$ cat src/rtl/vga_pkg.sv
// -----------------------------------------------------------------------------
// vga_pkg
//   Shared VGA timing constants, frame-buffer geometry defaults and the types
//   used by the frame-buffer arbiter and its address helper.
//   No ports (package).
// -----------------------------------------------------------------------------
package vga_pkg;

    // 640x480 @ 60 Hz raster: total and visible counts per axis
    localparam int H_TOTAL  = 800;
    localparam int V_TOTAL  = 525;
    localparam int H_ACTIVE = 640;
    localparam int V_ACTIVE = 480;

    // Frame-buffer geometry defaults (quarter resolution in each axis)
    localparam int FB_W_DEFAULT   = 160;
    localparam int FB_H_DEFAULT   = 120;
    localparam int DATA_W_DEFAULT = 4;
    localparam int ADDR_W_DEFAULT = 15;

    // How far ahead of the beam the display read is issued: one cycle for the
    // RAM access and one for the capture register.
    localparam int LOOKAHEAD = 2;

    typedef logic [DATA_W_DEFAULT-1:0] pixel_t;
    typedef logic [ADDR_W_DEFAULT-1:0] fb_addr_t;

    typedef enum logic [1:0] {
        IDLE    = 2'd0,
        DISP_RD = 2'd1,
        HOST_WR = 2'd2
    } arb_state_t;

endpackage

$ cat src/rtl/fb_addr_calc.sv
// -----------------------------------------------------------------------------
// fb_addr_calc
//   Combinational frame-buffer address: addr = row * 160 + col, built from two
//   shifts and adds so no multiplier is needed. The shift pair is tied to a
//   160-pixel-wide frame buffer.
//   Ports:
//     row  in  7       frame-buffer row
//     col  in  8       frame-buffer column
//     addr out ADDR_W  linear RAM address
// -----------------------------------------------------------------------------
module fb_addr_calc
    import vga_pkg::*;
#(
    parameter int ADDR_W = ADDR_W_DEFAULT
) (
    input  logic [6:0]        row,
    input  logic [7:0]        col,
    output logic [ADDR_W-1:0] addr
);

    logic [ADDR_W-1:0] row_ext;
    logic [ADDR_W-1:0] col_ext;

    assign row_ext = ADDR_W'(row);
    assign col_ext = ADDR_W'(col);

    // 160 = 128 + 32
    assign addr = (row_ext << 7) + (row_ext << 5) + col_ext;

endmodule

$ cat src/rtl/fb_arbiter.sv
// -----------------------------------------------------------------------------
// fb_arbiter
//   Shares a single-port frame-buffer RAM between VGA scan-out reads and a
//   one-entry buffered host write port. Display reads are issued two pixels
//   ahead of the beam on every fourth pixel of the visible area and always win;
//   the buffered host write is committed in any other cycle.
//   Ports:
//     vgaclk     in  1       pixel clock
//     reset      in  1       synchronous, active-high
//     vgaX       in  10      current horizontal count 0..799
//     vgaY       in  10      current vertical count 0..524
//     wr_valid   in  1       host write request
//     wr_ready   out 1       host write accepted when high with wr_valid
//     wr_x       in  8       frame-buffer column of the host write
//     wr_y       in  7       frame-buffer row of the host write
//     wr_data    in  DATA_W  host colour
//     mem_addr   out ADDR_W  RAM address
//     mem_we     out 1       RAM write enable
//     mem_wdata  out DATA_W  RAM write data
//     mem_rdata  in  DATA_W  RAM read data, one cycle after the address
//     pix_data   out DATA_W  colour for the current (vgaX, vgaY)
//     drop_count out 8       saturating count of out-of-range host writes
// -----------------------------------------------------------------------------
module fb_arbiter
    import vga_pkg::*;
#(
    parameter int FB_W   = FB_W_DEFAULT,
    parameter int FB_H   = FB_H_DEFAULT,
    parameter int SCALE  = 4,
    parameter int DATA_W = DATA_W_DEFAULT,
    parameter int ADDR_W = ADDR_W_DEFAULT
) (
    input  logic              vgaclk,
    input  logic              reset,
    input  logic [9:0]        vgaX,
    input  logic [9:0]        vgaY,
    input  logic              wr_valid,
    output logic              wr_ready,
    input  logic [7:0]        wr_x,
    input  logic [6:0]        wr_y,
    input  logic [DATA_W-1:0] wr_data,
    output logic [ADDR_W-1:0] mem_addr,
    output logic              mem_we,
    output logic [DATA_W-1:0] mem_wdata,
    input  logic [DATA_W-1:0] mem_rdata,
    output logic [DATA_W-1:0] pix_data,
    output logic [7:0]        drop_count
);

    localparam int SCALE_SH = $clog2(SCALE);

    // -------------------------------------------------------------------------
    // Look-ahead beam position
    // -------------------------------------------------------------------------
    logic [10:0] x_sum;
    logic [9:0]  nx;
    logic [9:0]  ny;

    // NOTE: every signal assigned in an always_comb gets a default first, so
    // no path leaves it unassigned and no latch is inferred.
    always_comb begin
        x_sum = {1'b0, vgaX} + 11'(LOOKAHEAD);
        nx    = x_sum[9:0];
        ny    = vgaY;
        if (x_sum >= 11'(H_TOTAL)) begin
            nx = 10'(x_sum - 11'(H_TOTAL));
            ny = (vgaY == 10'(V_TOTAL - 1)) ? 10'd0 : vgaY + 10'd1;
        end
    end

    logic disp_slot;
    assign disp_slot = (nx < 10'(H_ACTIVE)) && (ny < 10'(V_ACTIVE)) &&
                       ((nx & 10'(SCALE - 1)) == 10'd0);

    // -------------------------------------------------------------------------
    // Address generation: one calculator per requester
    // -------------------------------------------------------------------------
    logic [6:0]        disp_row;
    logic [7:0]        disp_col;
    logic [ADDR_W-1:0] disp_addr;
    logic [ADDR_W-1:0] host_addr;

    assign disp_row = 7'(ny >> SCALE_SH);
    assign disp_col = 8'(nx >> SCALE_SH);

    logic              buf_full;
    logic [7:0]        buf_x;
    logic [6:0]        buf_y;
    logic [DATA_W-1:0] buf_data;

    fb_addr_calc #(.ADDR_W(ADDR_W)) u_disp_addr (
        .row  (disp_row),
        .col  (disp_col),
        .addr (disp_addr)
    );

    fb_addr_calc #(.ADDR_W(ADDR_W)) u_host_addr (
        .row  (buf_y),
        .col  (buf_x),
        .addr (host_addr)
    );

    // -------------------------------------------------------------------------
    // Host handshake
    // -------------------------------------------------------------------------
    logic accept;
    logic in_range;

    assign wr_ready = !buf_full && !reset;
    assign accept   = wr_valid && wr_ready;
    assign in_range = (int'(wr_x) < FB_W) && (int'(wr_y) < FB_H);

    // -------------------------------------------------------------------------
    // Slot decision: display first, then a pending host write
    // -------------------------------------------------------------------------
    arb_state_t state;
    arb_state_t next_state;

    always_comb begin
        next_state = IDLE;
        if (disp_slot) begin
            next_state = DISP_RD;
        end else if (buf_full) begin
            next_state = HOST_WR;
        end
    end

    // RAM port is driven straight from this cycle's decision so the read for
    // column c is on the bus at vgaX = 4c-2; idle cycles repeat the last
    // address and data so the RAM pins do not toggle needlessly.
    logic [ADDR_W-1:0] last_addr;
    logic [DATA_W-1:0] last_wdata;

    always_comb begin
        mem_addr  = last_addr;
        mem_we    = 1'b0;
        mem_wdata = last_wdata;
        if (reset) begin
            mem_addr  = '0;
            mem_wdata = '0;
        end else if (next_state == DISP_RD) begin
            mem_addr = disp_addr;
        end else if (next_state == HOST_WR) begin
            mem_addr  = host_addr;
            mem_we    = 1'b1;
            mem_wdata = buf_data;
        end
    end

    // -------------------------------------------------------------------------
    // State, write buffer, pixel hold and drop counter
    // -------------------------------------------------------------------------
    logic [DATA_W-1:0] pix_hold;

    // NOTE: sequential state uses non-blocking assignments so every register
    // samples the pre-edge values regardless of statement order.
    always_ff @(posedge vgaclk) begin
        if (reset) begin
            state      <= IDLE;
            buf_full   <= 1'b0;
            // NOTE: the buffer payload is reset along with its valid flag so
            // the host address path never presents X to the RAM bus.
            buf_x      <= '0;
            buf_y      <= '0;
            buf_data   <= '0;
            pix_hold   <= '0;
            drop_count <= '0;
            last_addr  <= '0;
            last_wdata <= '0;
        end else begin
            state      <= next_state;
            last_addr  <= mem_addr;
            last_wdata <= mem_wdata;

            // state == DISP_RD marks the cycle in which the RAM returns the
            // word addressed in the previous cycle.
            if (state == DISP_RD) begin
                pix_hold <= mem_rdata;
            end

            // Accept and commit are mutually exclusive: accept needs an empty
            // buffer, commit needs a full one.
            if (next_state == HOST_WR) begin
                buf_full <= 1'b0;
            end

            if (accept) begin
                if (in_range) begin
                    buf_full <= 1'b1;
                    buf_x    <= wr_x;
                    buf_y    <= wr_y;
                    buf_data <= wr_data;
                end else if (drop_count != 8'hFF) begin
                    drop_count <= drop_count + 8'd1;
                end
            end
        end
    end

    assign pix_data = (!reset && (vgaX < 10'(H_ACTIVE)) && (vgaY < 10'(V_ACTIVE)))
                      ? pix_hold : '0;

endmodule

$ cat config.mk
export PLATFORM = sky130hd
export DESIGN_NAME = fb_arbiter
export DESIGN_NICKNAME = d
export VERILOG_FILES = /design/src/rtl/vga_pkg.sv /design/src/rtl/fb_addr_calc.sv /design/src/rtl/fb_arbiter.sv
export SDC_FILE = /design/constraint.sdc
export NUM_CORES = 1
export LEC_CHECK = 0
export BUFFER_PORTS_ARGS = -buffer_cell sky130_fd_sc_hd__buf_4
export CAP_MARGIN = 20
export CORE_MARGIN = 5
export CORE_UTILIZATION = 35
export DETAILED_ROUTE_END_ITERATION = 8
export PLACE_DENSITY = 0.52
export SYNTH_ARGS = -nofsm -noshare
export SYNTH_HDL_FRONTEND = slang
export SYNTH_HIERARCHICAL = 1
export SYNTH_SLANG_ARGS = --single-unit
$ cat constraint.sdc
create_clock -name vgaclk -period 9.7 [get_ports vgaclk]
set_input_delay 0.485 -clock vgaclk [delete_from_list [all_inputs] [get_ports vgaclk]]
set_output_delay 0.485 -clock vgaclk [all_outputs]
set_load 0.02 [all_outputs]
# Yosys cells after proc, flatten, opt, wreduce, memory -nomap -nowiden
# Cells that the tools add are included.
[classes] reduce_logical=12 muxes=18 bitwise_logic=1 mul=0 n_div=0 n_lt_le_gt_ge=7 n_shift=0 addsub=8 n_eq_ne=5
[op_table] operator="15-bit two-way mux" count=3
[op_table] operator="14-bit by 12-bit adder with 15-bit output" count=2
[op_table] operator="15-bit by 8-bit adder with 15-bit output" count=2
[op_table] operator="10-bit two-way mux" count=3
[op_table] operator="10-bit < comparator, second input constant" count=2
[op_table] operator="10-bit by 9-bit < comparator with 1-bit output, second input constant" count=2
[op_table] operator="4-bit two-way mux" count=4
[op_table] operator="10-bit by 2-bit adder with 11-bit output, second input constant" count=1
[op_table] operator="11-bit by 10-bit >= comparator with 1-bit output, second input constant" count=1
[op_table] operator="10-bit by 1-bit adder with 10-bit output, second input constant" count=1
[op_table] operator="10-bit == test, second input constant" count=1
[op_table] operator="10-bit logical NOT" count=1
[op_table] operator="10-bit subtractor, second input constant" count=1
[op_table] operator="8-bit by 1-bit adder with 8-bit output, second input constant" count=1
[op_table] operator="8-bit < comparator, second input constant" count=1
[op_table] operator="8-bit != test, second input constant" count=1
[op_table] operator="1-bit logical AND" count=7
[op_table] operator="7-bit < comparator, second input constant" count=1
[op_table] operator="1-bit two-way mux" count=6
[op_table] operator="2-bit by 1-bit == test with 1-bit output, second input constant" count=2
[op_table] operator="2-bit two-way mux" count=2
[op_table] operator="3-bit AND reduction" count=1
[op_table] operator="2-bit == test, second input constant" count=1
[op_table] operator="1-bit logical NOT" count=2
[op_table] operator="2 further kinds" count=2
[totals] latch_bits=0 ram_bits=0 inputBits=46 n_memories=0 regBits=53 mem_bits_ro=0

# Depth between registers and ports, before layout
# Gate-level depths: netlist of run 1.
[depth] word_depth=11 depth_mapped=23

# By module
# The synthesis of run 1 kept the hierarchy.
[by_module_without_submodules] module="fb_arbiter" area_each_um2=3143.0 n_inst=1 seq_area_each_um2=1061.0 cells_each=361
[by_module_without_submodules] module="fb_addr_calc" area_each_um2=419.2 n_inst=2 seq_area_each_um2=0.0 cells_each=49

# Worst setup path before layout of run 1
# No wires, ideal clock.
[synth_timing] path_kind="in2out" from="input port vgaX[1]" to="output port mem_addr[12]" arrival_ps=4914 path_stages=22 setup_slack_ps=4301 n_path_buf=2 required_ps=9215 path_cell_list="ha_1 -> buf_2 -> nand3_1 -> xnor2_1 -> inv_1 -> ha_1 -> and3b_1 -> a311o_1 -> o32a_1 -> o21a_1 -> buf_4 -> o31ai_1 -> inv_1 -> fa_1 -> inv_1 -> fa_1 -> a21o_2 -> nand3_1 -> a31oi_1 -> a21oi_1 -> nand4_1 -> a21oi_1"
[synth_lines] element="start: declaration" line="fb_arbiter.sv:35" text="input logic [9:0] vgaX,"
[synth_lines] element="10-bit by 2-bit adder with 11-bit output" line="fb_arbiter.sv:62" text="x_sum = {1'b0, vgaX} + 11'(LOOKAHEAD);"
[synth_lines] element="11-bit by 10-bit >= comparator with 1-bit output" line="fb_arbiter.sv:65" text="if (x_sum >= 11'(H_TOTAL)) begin"
[synth_lines] element="10-bit two-way mux" line="fb_arbiter.sv:65"
[synth_lines] element="via ny[2]" line="fb_arbiter.sv:57" text="logic [9:0] ny;"
[synth_lines] element="14-bit by 12-bit adder with 15-bit output" line="fb_addr_calc.sv:28" text="assign addr = (row_ext << 7) + (row_ext << 5) + col_ext;"
[synth_lines] element="15-bit by 8-bit adder with 15-bit output" line="fb_addr_calc.sv:28"
[synth_lines] element="via disp_addr[12]" line="fb_arbiter.sv:80" text="logic [ADDR_W-1:0] disp_addr;"
[synth_lines] element="15-bit two-way mux" line="fb_arbiter.sv:141" text="end else if (next_state == DISP_RD) begin"
[synth_lines] element="15-bit two-way mux" line="fb_arbiter.sv:138" text="if (reset) begin"
[synth_lines] element="end: declaration" line="fb_arbiter.sv:42" text="output logic [ADDR_W-1:0] mem_addr,"
# The timed path passes the listed nets, and every way through them passes these cells.

# Worst setup path after layout of run 1
[layout_timing] from="input port vgaX[1]" to="output port mem_addr[14]"
# The elaborated chain is that of the path after synthesis.

==> results of run 1 <==
-- routing by layer --
metal / GRT usage (%) / wire (um) / vias to the layer above
met5: 0 / 0 / -
met4: 2.06 / 52 / 0
met3: 2.49 / 352 / 2
met2: 23.6 / 4680 / 49
met1: 20.2 / 4780 / 1576
li1: - / - / 1764
-- cells in the mapped netlist, types with 5 or more instances --
cell and n:
nand2_1 14, xnor2_1 14, xor2_1 14, nand2b_1 14
nor2_1 39, and4_1 5, dfxtp_1 53, a31o_2 13
buf_4 12, o21ai_0 7, clkbuf_1 19, mux2i_1 48
and2_1 6, inv_1 19, a21oi_1 47, nand4_1 18
nand3_1 14, ha_1 29
-- state kept, by name, indices dropped and copies added, names as in the netlist --
signal      flops
last_addr      15
buf_x           8
drop_count      8
buf_y           7
buf_data        4
last_wdata      4
pix_hold        4
state           2
buf_full        1
-- worst max-delay path: stages --
cell and delay [ps]:
buf_4 100, ha_1 280, nand3_1 180, xnor2_1 350, inv_1 90, ha_1 260, and3b_1 180, a311o_1 310
o32a_1 230, o21a_1 360, o31ai_1 380, inv_1 110, fa_1 540, inv_1 60, fa_1 460, a21o_2 210
nand3_1 100, a31oi_1 120, o21a_1 220, nand4_1 100, a21oi_1 120, buf_4 210
-- kinds of logic after synthesis --
| family | count (synthesis) |
|---|---|
| mux | 49 |
| compound gates | 110 |
| buf+inv | 57 |
| flops | 53 |
| simple gates | 129 |
| fa+ha+maj | 33 |
| xor+xnor | 28 |
-- report_power, final --
group / switching, mW / internal (mW)
registers: 0.00519 / 0.224
clock network: 0.0857 / 0.0972
logic: 0.0727 / 0.0586
total: 0.164 / 0.380
-- layout by cell type, fill, tap and decap left out, drive strengths merged, types with 2 or more instances in the layout --
| master | instances |
|---|---|
| a31oi | 5 |
| fa | 4 |
| xor2 | 14 |
| and2 | 6 |
| dfxtp | 53 |
| nor4 | 3 |
| buf | 82 |
| nand4 | 18 |
| a32oi | 2 |
| nand2b | 14 |
| inv | 20 |
| and3 | 5 |
| nor2 | 39 |
| a21oi | 47 |
| or3 | 2 |
| mux2i | 49 |
| ha | 29 |
| a31o | 15 |
| a41oi | 2 |
| nand2 | 14 |
| nand3 | 14 |
| o21ai | 12 |
| a21bo | 2 |
| o211a | 2 |
| o21a | 4 |
| and4 | 5 |
| xnor2 | 14 |
| a21o | 5 |
| and3b | 2 |
| clkbuf | 5 |
| nor4b | 2 |
| nor2b | 2 |
| o31ai | 2 |
-- final cells by class --
class | instances | share of cell area (%)
inverters | 19 | 1.51
flip-flops and latches | 53 | 22.5
multi-input cells | 349 | 56.0
clock buffers | 5 | 2.65
clock inverters | 3 | 0.530
repair buffers | 82 | 13.0
well taps | 143 | 3.79
-- final timing paths --
path                      start       endpoint  cells past startpoint  slack, ps
setup / recovery        vgaX[1]   mem_addr[14]                     22       3770
hold / removal       wr_data[2]    buf_data[2]                      3        420
setup reg to reg       buf_y[0]  last_addr[12]                     11       6960
hold reg to reg   last_wdata[2]  last_wdata[2]                      2        490
-- per-stage QoR --
step                hold WS [ps]  utilization (%)
floorplan                    455                -
global placement             473             40.5
detailed placement           483             40.5
CTS                          422             41.9
global route                 429             41.9
finish                       422             41.9
==> results.md, run 1 <==
* Placement row count at 39
* Biggest area consumer among synthesized cells: dfxtp_1
* Worst EP arrival at around 5400 ps
* DIE HEIGHT at around 120 um
* Worst-Margin Slew at between 900 and 1000 ps
* Number of global-route vias before repair at 3203
* Critical Path Fanout Max at 10
* Outcome: completed
* PwrDens at between 100 and 150 nW/um^2
* Main combinational cell family by area after synthesis: compound AO/OA/AOI/OAI gates
* Post-route ant nets at 0
* RSZ-0062 raised after global routing: no
* Via density at 5.19
* Boundary pin count at 79
* Syn. warnings at 6
* Die Area at around 14000 um^2
* Synth Area in XOR/XNOR at under 10%
* Routability cong. at a little over 0.8
* Die X at around 120 um
* Clock Sinks at 53
* TritonRoute pass-1 iters at 6
* Largest net degree at the start of global routing at between 70 and 80
* Synth top area cells: dfxtp_1 27%, mux2i_1 12%, ha_1 9.1%
* Iter 0 DRT Violations at 147
* Post-DP HPWL at around 7600 um
* Post-synth net total at 538
* Top FF cell, synth: dfxtp_1
* Max Clk Rate at ~170 MHz
* Initial antenna violation count at 0
* Critical Path RT at a little over 9000 ps
* Post_cts resized at 0
* Core area at 11300 um^2
* DR vias at between 3000 and 4000
* Inserted Diodes at 0
* Max VDD drop at around 0.073 mV
* Post-Synth Simple-Gate Area at roughly 17%
* Synth Instances at about 460
* Synth cell types at 59
* Hold Buf Count CTS at 0
* GRT Overall Usage at roughly 14%
* Area delta synth->final at 18.5%
* # Post-CTS Setup Buffers at 0
* Port bufs at slightly below 80
* Synth Area in Compound Gates at a little under a fifth
* H-Tree Depth at 2
* Power, Total at between 0.5 and 0.6 mW
* Crit Path Category: input port to primary output
* Multi-input logic area at around 2600 um^2
* Initial Utilization at about a third
* Drt wl/cell at about 15 um
* Syn_area_per_cell at a little under 9 um^2
* DRC Markers at 0
* CTS Buf Count at 5
* Clock skew at around 7.0 ps
* Synth async-reset ratio at 0%
* Synthesized area at approximately 4000 um^2
* Hold Path Class: input port to register
* Max-cap violation count at 0
* TritonCTS clock tree: yes
* TNS Setup at 0 ps
* Final period utilization at between 60% and 70%
* Share of cells above drive strength 1 at 22.5%
* Adder-cell share of the synthesized area at about 11%
* Post-synthesis mux area share at between 10 and 15%
* Post-synthesis sequential area ratio at 26.6%
* Post-Route WL at between 9000 and 10000 um
* Reg clk slew, reported paths at 80 ps
* Synth top area share at 26.6%
* Max_slew headroom at approximately a third
* Yosys reg bits at between 50 and 60
* Clk root buf: clkbuf_16
* Max-slew violation count at 0
* Number of synthesized flops with an enable pin at 0
* Endpoints failing hold at 0
* Dpl cells at between 600 and 700
* Clock insertion delay at the later pin of the skew report at roughly 290 ps
* First-pass GRT wire length at approximately 16000 um
* Min setup slack post-route at between 3000 and 4000 ps
* Max Root-Sink Buffers at 2
* Final setup vio count at 0
* Final min period at 5930 ps
* Crit path capture type: primary output
* Final std cells w/o fill at ~650
* P_leak at around 2.1 nW
* Register area at around 1100 um^2
* Setup WS pre-CTS at 3780 ps
* Design Area, Final at 4720 um^2
* Nets at 589
* GRT Residual Overflow at 0
* Filler instances at about 1100
* Placed Area at roughly 4600 um^2
* Critical path launch point type: input port
No activity file was read; power rests on OpenSTA's default activity.
==> run 2, diff against run 1 <==
--- a/config.mk
+++ b/config.mk
@@ -10,7 +10,7 @@
 export CORE_MARGIN = 5
 export CORE_UTILIZATION = 35
 export DETAILED_ROUTE_END_ITERATION = 8
-export PLACE_DENSITY = 0.52
+export PLACE_DENSITY = 0.54
 export SYNTH_ARGS = -nofsm -noshare
 export SYNTH_HDL_FRONTEND = slang
 export SYNTH_HIERARCHICAL = 1
==> constraint.sdc (replaced) <==
create_clock -name vgaclk -period 5.03 [get_ports vgaclk]
set_input_delay 0.2515 -clock vgaclk [delete_from_list [all_inputs] [get_ports vgaclk]]
set_output_delay 0.2515 -clock vgaclk [all_outputs]
set_load 0.02 [all_outputs]
==> run 2 against run 1 <==
Effect of this change:
- routed wire length grew 0.18%
- register-to-register slack worse by 4600 ps
- sequential cell count did not move
- clock-buffer cell count is the same
- critical path type unchanged
- critical endpoint is now mem_addr[13]
- largest power group unchanged
==> results.md, run 2 (synthesis results as in run 1) <==
* Crit Path Category: input port to primary output
* Max Root-Sink Buffers at 2 (unchanged)
* Routability cong. at 0.858 (+5.1%)
* DIE HEIGHT at 117 um (unchanged)
* Max_slew headroom at 33.4% (-0.12 points)
* Hold Buf Count CTS at 0 (unchanged)
* Most common cell after layout, fill and taps aside: buf_4
* Largest Register: last_addr
* Share of cells above drive strength 1 at 25.1% (+2.6 points)
* Area delta synth->final at 20.8%
* Multi-input logic area at 2680 um^2 (+1.6%)
* Largest net degree at the start of global routing at 74 (unchanged)
* Worst EP arrival at 4460 ps (-980 ps)
* Die Area at 13600 um^2 (unchanged)
* Power, Total at 1.05 mW (+93%)
* Max-slew violation count at 0 (unchanged)
* First-pass GRT wire length at 16200 um (+2.1%)
* TritonCTS clock tree: yes
* Clock skew at 10.8 ps (+3.74 ps)
* Clock Sinks at 53 (unchanged)
* Max VDD drop at 0.250 mV (+240%)
* Flip-flop count of the largest register after layout at 15 (unchanged)
* Final min period at about 4700 ps
* CTS Buf Count at 5 (unchanged)
* Most frequent cells in the layout: 89 x buf_4, 53 x dfxtp_1, 48 x mux2i_1
* Nets at 596 (+1.2%)
* GRT Overall Usage at 14.6% (+0.24 points)
* Post-route ant nets at 0 (unchanged)
* Hold Path Class: input port to register
* Die X at 117 um (unchanged)
* H-Tree Depth at 2 (unchanged)
* Reg clk slew, reported paths at 70 ps (about the same)
* P_leak at 2.19 nW (+2.5%)
* Clock insertion delay at the later pin of the skew report at 290 ps (about the same)
* Drt wl/cell at 14.9 um (-0.88%)
* Clk root buf: clkbuf_16
* Final period utilization at a little over nine tenths
* Initial Utilization at 35.3% (unchanged)
* Dpl cells at 653 (+1.1%)
* # Post-CTS Setup Buffers at 0 (unchanged)
* Critical Path RT at 4780 ps (-4440 ps)
* Max Clk Rate at about 210 MHz
* Final Core Density at 42.7% (+0.82 points)
* Critical path launch point type: input port
* Boundary pin count at 79 (unchanged)
* Worst-Margin Slew at 998 ps (+1.85 ps)
* Iter 0 DRT Violations at 144 (-2.0%)
* Largest regs: last_addr: 15 flops, buf_x: 8 flops, drop_count: 8 flops
* Post-DP HPWL at 7520 um (-0.99%)
* Register area at 1060 um^2 (unchanged)
* Number of global-route vias before repair at 3382 (+5.6%)
* Inserted Diodes at 0 (unchanged)
* Final std cells w/o fill at 661 (+1.1%)
* TritonRoute pass-1 iters at 4 (-2)
* Crit path capture type: primary output
* Via density at 5.22 (+0.69%)
* DRC Markers at 0 (unchanged)
* Filler instances at 1145 (-0.35%)
* Endpoints failing hold at 0 (unchanged)
* Core area at 11300 um^2 (unchanged)
* PwrDens at 218 nW/um^2 (+90%)
* Outcome: completed
* Final setup vio count at 0 (unchanged)
* Max-cap violation count at 0 (unchanged)
* Initial antenna violation count at 0 (unchanged)
* Placement row count at 39 (unchanged)
* Port bufs at 78 (unchanged)
* GRT Residual Overflow at 0 (unchanged)
* Post-Route WL at 9880 um (+0.18%)
* DR vias at 3451 (+1.8%)
* Critical Path Fanout Max at 5 (-5)
[run 2: changes by cell type in the layout (fill, tap and decap cells not counted), sizes merged]
cell	previous run	this run
clkinv	1	3
buf	82	89
inv	20	19
clkinvlp	1	0
[run 2: worst max-delay path: stages]
cell and delay, ps:
buf_4 130, ha_1 210, nand3_2 120, xnor2_2 120, inv_1 60, ha_1 200, and3b_1 160, a311o_1 310
o32a_1 230, o21ai_1 230, buf_4 160, and3_1 180, nand2_1 70, xnor2_1 250, ha_1 290, ha_1 370
o211a_1 180, o21ai_2 60, a32oi_1 220, xor2_1 170, nand4_1 130, a21oi_1 190, buf_4 170
[run 2: worst paths after layout]
check                      from            end  slack [ps]  cells after the start
setup / recovery        vgaX[1]   mem_addr[13]         320                     23
hold / removal     mem_rdata[1]    pix_hold[1]         190                      3
setup reg to reg       buf_y[0]  last_addr[12]        2330                     11
hold reg to reg   last_wdata[1]  last_wdata[1]         490                      2
[run 2: layout make-up]
type | instances | area share [%]
inverter | 19 | 1.48
timing repair buffer | 89 | 13.9
multi-input combinational | 349 | 55.8
clock buffer | 5 | 2.60
sequential | 53 | 22.1
clock inverter | 3 | 0.468
tap | 143 | 3.72
[run 2: through the flow]
step	hold slack [ps]	instance area [um^2]	TNS, ps	setup slack (ps)
6_report	193	4810	0	319
3_5_place_dp	477	4620	0	175
2_1_floorplan	395	3980	0	98.0
5_1_grt	190	4810	-9.15	-9.15
3_3_place_gp	472	4620	0	240
4_1_cts	187	4770	0	166
[run 2: what timing repair did]
item                                    4_1_cts  5_1_grt
endpoints found under the hold margin         0        0
resized for setup                             0        9
endpoints found under the setup margin        0        5
[run 2: per-layer routing]
| metal | global-route usage (%) | share of wire, % |
|---|---|---|
| met5 | 0 | 0 |
| met4 | 2.29 | 0.62 |
| met3 | 2.64 | 4.2 |
| met2 | 24.7 | 48 |
| met1 | 19.8 | 47 |
[run 2: report_power, final]
part	switching (mW)	leakage [nW]	internal [mW]
Clock	0.161	0.0738	0.186
Sequential	0.0101	0.429	0.433
Combinational	0.143	1.69	0.118
Total	0.314	2.19	0.737
==> run 3, diff against run 2 <==
--- a/config.mk
+++ b/config.mk
@@ -8,9 +8,9 @@
 export BUFFER_PORTS_ARGS = -buffer_cell sky130_fd_sc_hd__buf_4
 export CAP_MARGIN = 20
 export CORE_MARGIN = 5
-export CORE_UTILIZATION = 35
+export CORE_UTILIZATION = 51
 export DETAILED_ROUTE_END_ITERATION = 8
-export PLACE_DENSITY = 0.54
+export PLACE_DENSITY = 0.75
 export SYNTH_ARGS = -nofsm -noshare
 export SYNTH_HDL_FRONTEND = slang
 export SYNTH_HIERARCHICAL = 1
==> run 3 against run 2 <==
Effect of this change:
- routed wire length down 4.0%
- sequential power hardly changed
- total power shrank 9.0%
- cell area is 2.2% lower
- register-to-register slack about the same
- critical path type unchanged
- sequential cell count stayed put
- largest cell class unchanged
- cell count is 6.2% lower
- core utilization increased by 19 points
- die area fell by 29%
==> results.md, run 3 (synthesis results as in run 1) <==
* Crit Path Category: input port to primary output
* Worst setup endpoint: mem_addr[11]
* Final setup vio count at 0 (unchanged)
* Placement row count at 32 (-18%)
* Reg-to-Reg End: last_addr[12]
* Inserted Diodes at 0 (unchanged)
* # Post-CTS Setup Buffers at 0 (unchanged)
* Drt wl/cell at 15.3 um (+2.3%)
* R2r setup slk at 2340 ps (about the same)
* Most common cell after layout, fill and taps aside: buf_4
* PwrDens at 203 nW/um^2 (-7.0%)
* Max-cap violation count at 0 (unchanged)
* Worst Setup SP: vgaX[1]
* Boundary pin count at 79 (unchanged)
* Clock insertion delay at the later pin of the skew report at 310 ps (+20 ps)
* Largest net degree at the start of global routing at 74 (unchanged)
* Critical path launch point type: input port
* Reg clk slew, reported paths at 110 ps (+40 ps)
* Die Area at 9670 um^2 (-29%)
* Max-slew violation count at 0 (unchanged)
* Power, Total at 0.957 mW (-9.0%)
* TritonRoute pass-1 iters at 5 (+1)
* TritonCTS clock tree: yes
* P_leak at 2.17 nW (-1.2%)
* Max Clk Rate at 208 MHz (-1.9%)
* Post-Route WL at 9480 um (-4.0%)
* Clock skew at 6.23 ps (-4.54 ps)
* Iter 0 DRT Violations at 152 (+5.6%)
* Core area at 7650 um^2 (-32%)
* Routability cong. at 0.930 (+8.3%)
* Number of global-route vias before repair at 3376 (-0.18%)
* Post-route ant nets at 0 (unchanged)
* Clk root buf: clkbuf_8
* GRT Residual Overflow at 0 (unchanged)
* Largest Register: last_addr
* Most frequent cells in the layout: 89 x buf_4, 53 x dfxtp_1, 48 x mux2i_1
* Max VDD drop at 0.115 mV (-54%)
* First-pass GRT wire length at 15600 um (-4.0%)
* Reg2reg path depth at 11 (unchanged)
* Max Root-Sink Buffers at 2 (unchanged)
* Via density at 5.68 (+8.9%)
* Outcome: completed
* DR vias at 3524 (+2.1%)
* Endpoints failing hold at 0 (unchanged)
* Filler instances at 699 (-39%)
* RR Startpoint: buf_y[0]
* Initial Utilization at 52.1% (+17 points)
* Worst-Margin Slew at 949 ps (-49.2 ps)
* Area delta synth->final at 18.2%
* Largest regs: last_addr: 15 flops, buf_x: 8 flops, drop_count: 8 flops
* Die X at 98.4 um (-16%)
* Critical Path RT at 4780 ps (about the same)
* WHS at 165 ps (-27.7 ps)
* Initial antenna violation count at 0 (unchanged)
* H-Tree Depth at 2 (unchanged)
* Flip-flop count of the largest register after layout at 15 (unchanged)
* Hold Path Class: input port to register
* Max_slew headroom at 36.7% (+3.3 points)
* Critical Path Fanout Max at 9 (+4)
* Worst EP arrival at 4550 ps (+90 ps)
* Share of cells above drive strength 1 at 25.3% (+0.19 points)
* Port bufs at 78 (unchanged)
* Final period utilization at 95.5% (+1.8 points)
* DIE HEIGHT at 98.4 um (-16%)
* Post-DP HPWL at 7250 um (-3.5%)
* Clock Sinks at 53 (unchanged)
* Nets at 596 (unchanged)
* Crit path capture type: primary output
* CTS Buf Count at 5 (unchanged)
* Final min period at 4800 ps (+90.5 ps)
* DRC Markers at 0 (unchanged)
* GRT Overall Usage at 18.8% (+4.2 points)
==> run 3: worst min-delay path by stage <==
stage | from | endpoint | slack [ps] | cells after the start
6_report | wr_data[2] | buf_data[2] | 170 | 3
2_1_floorplan | wr_data[0] | buf_data[0] | 400 | 2
3_5_place_dp | last_wdata[3] | last_wdata[3] | 490 | 2
3_3_place_gp | pix_hold[3] | pix_hold[3] | 470 | 2
4_1_cts | wr_data[2] | buf_data[2] | 160 | 3
5_1_grt | mem_rdata[2] | pix_hold[2] | 160 | 3
==> run 3: critical path, cell delays in order <==
cell,delay (ps)
buf_4,110
ha_1,180
nand3_2,130
xnor2_2,190
inv_1,70
ha_1,210
and3b_1,170
a311o_1,320
o32a_1,250
o21a_1,240
buf_4,180
o21ai_0,210
o31ai_2,110
inv_1,90
fa_1,380
inv_1,120
ha_1,240
a21o_1,180
o21ai_2,130
nand2_1,70
xor2_1,150
nand4_1,130
a21oi_1,240
buf_4,180
==> run 3: area by class of cell <==
cell class,count,area (um^2),area share (%)
Inverter,19,71.3,1.52
Tap cell,102,128,2.71
Clock inverter,3,26.3,0.558
Timing Repair Buffer,89,668,14.2
Sequential cell,53,1060,22.5
Clock buffer,5,68.8,1.46
Multi-Input combinational cell,349,2680,57.0
==> run 3: stage by stage <==
stage / TNS (ps) / utilization (%) / instance area (um^2) / cells / worst slack [ps]
global route: -56.1 / 61.6 / 4710 / 620 / -29.6
finish: 0 / 61.6 / 4710 / 620 / 228
global placement: 0 / 59.8 / 4570 / 612 / 254
CTS: 0 / 61.0 / 4660 / 620 / 114
detailed placement: 0 / 59.8 / 4570 / 612 / 128
floorplan: 0 / - / 3980 / 459 / 98.0
==> run 3: power by group <==
| group | switching, mW | internal (mW) |
|---|---|---|
| registers | 0.0101 | 0.433 |
| clock network | 0.149 | 0.102 |
| logic | 0.144 | 0.119 |
| total | 0.303 | 0.653 |
==> run 3: layer usage <==
layer  part of all wire [%]  up-vias  track usage (%)
met5                      0        -                0
met4                    1.1        0             2.84
met3                    5.2       12             4.21
met2                     50      108             33.7
met1                     43     1632             23.4
li1                       -     1772                -
==> run 3: what timing repair did <==
| action | CTS | global route |
|---|---|---|
| setup endpoints to repair | 0 | 5 |
| hold buffers | 0 | 0 |
| gates resized for setup | 0 | 10 |
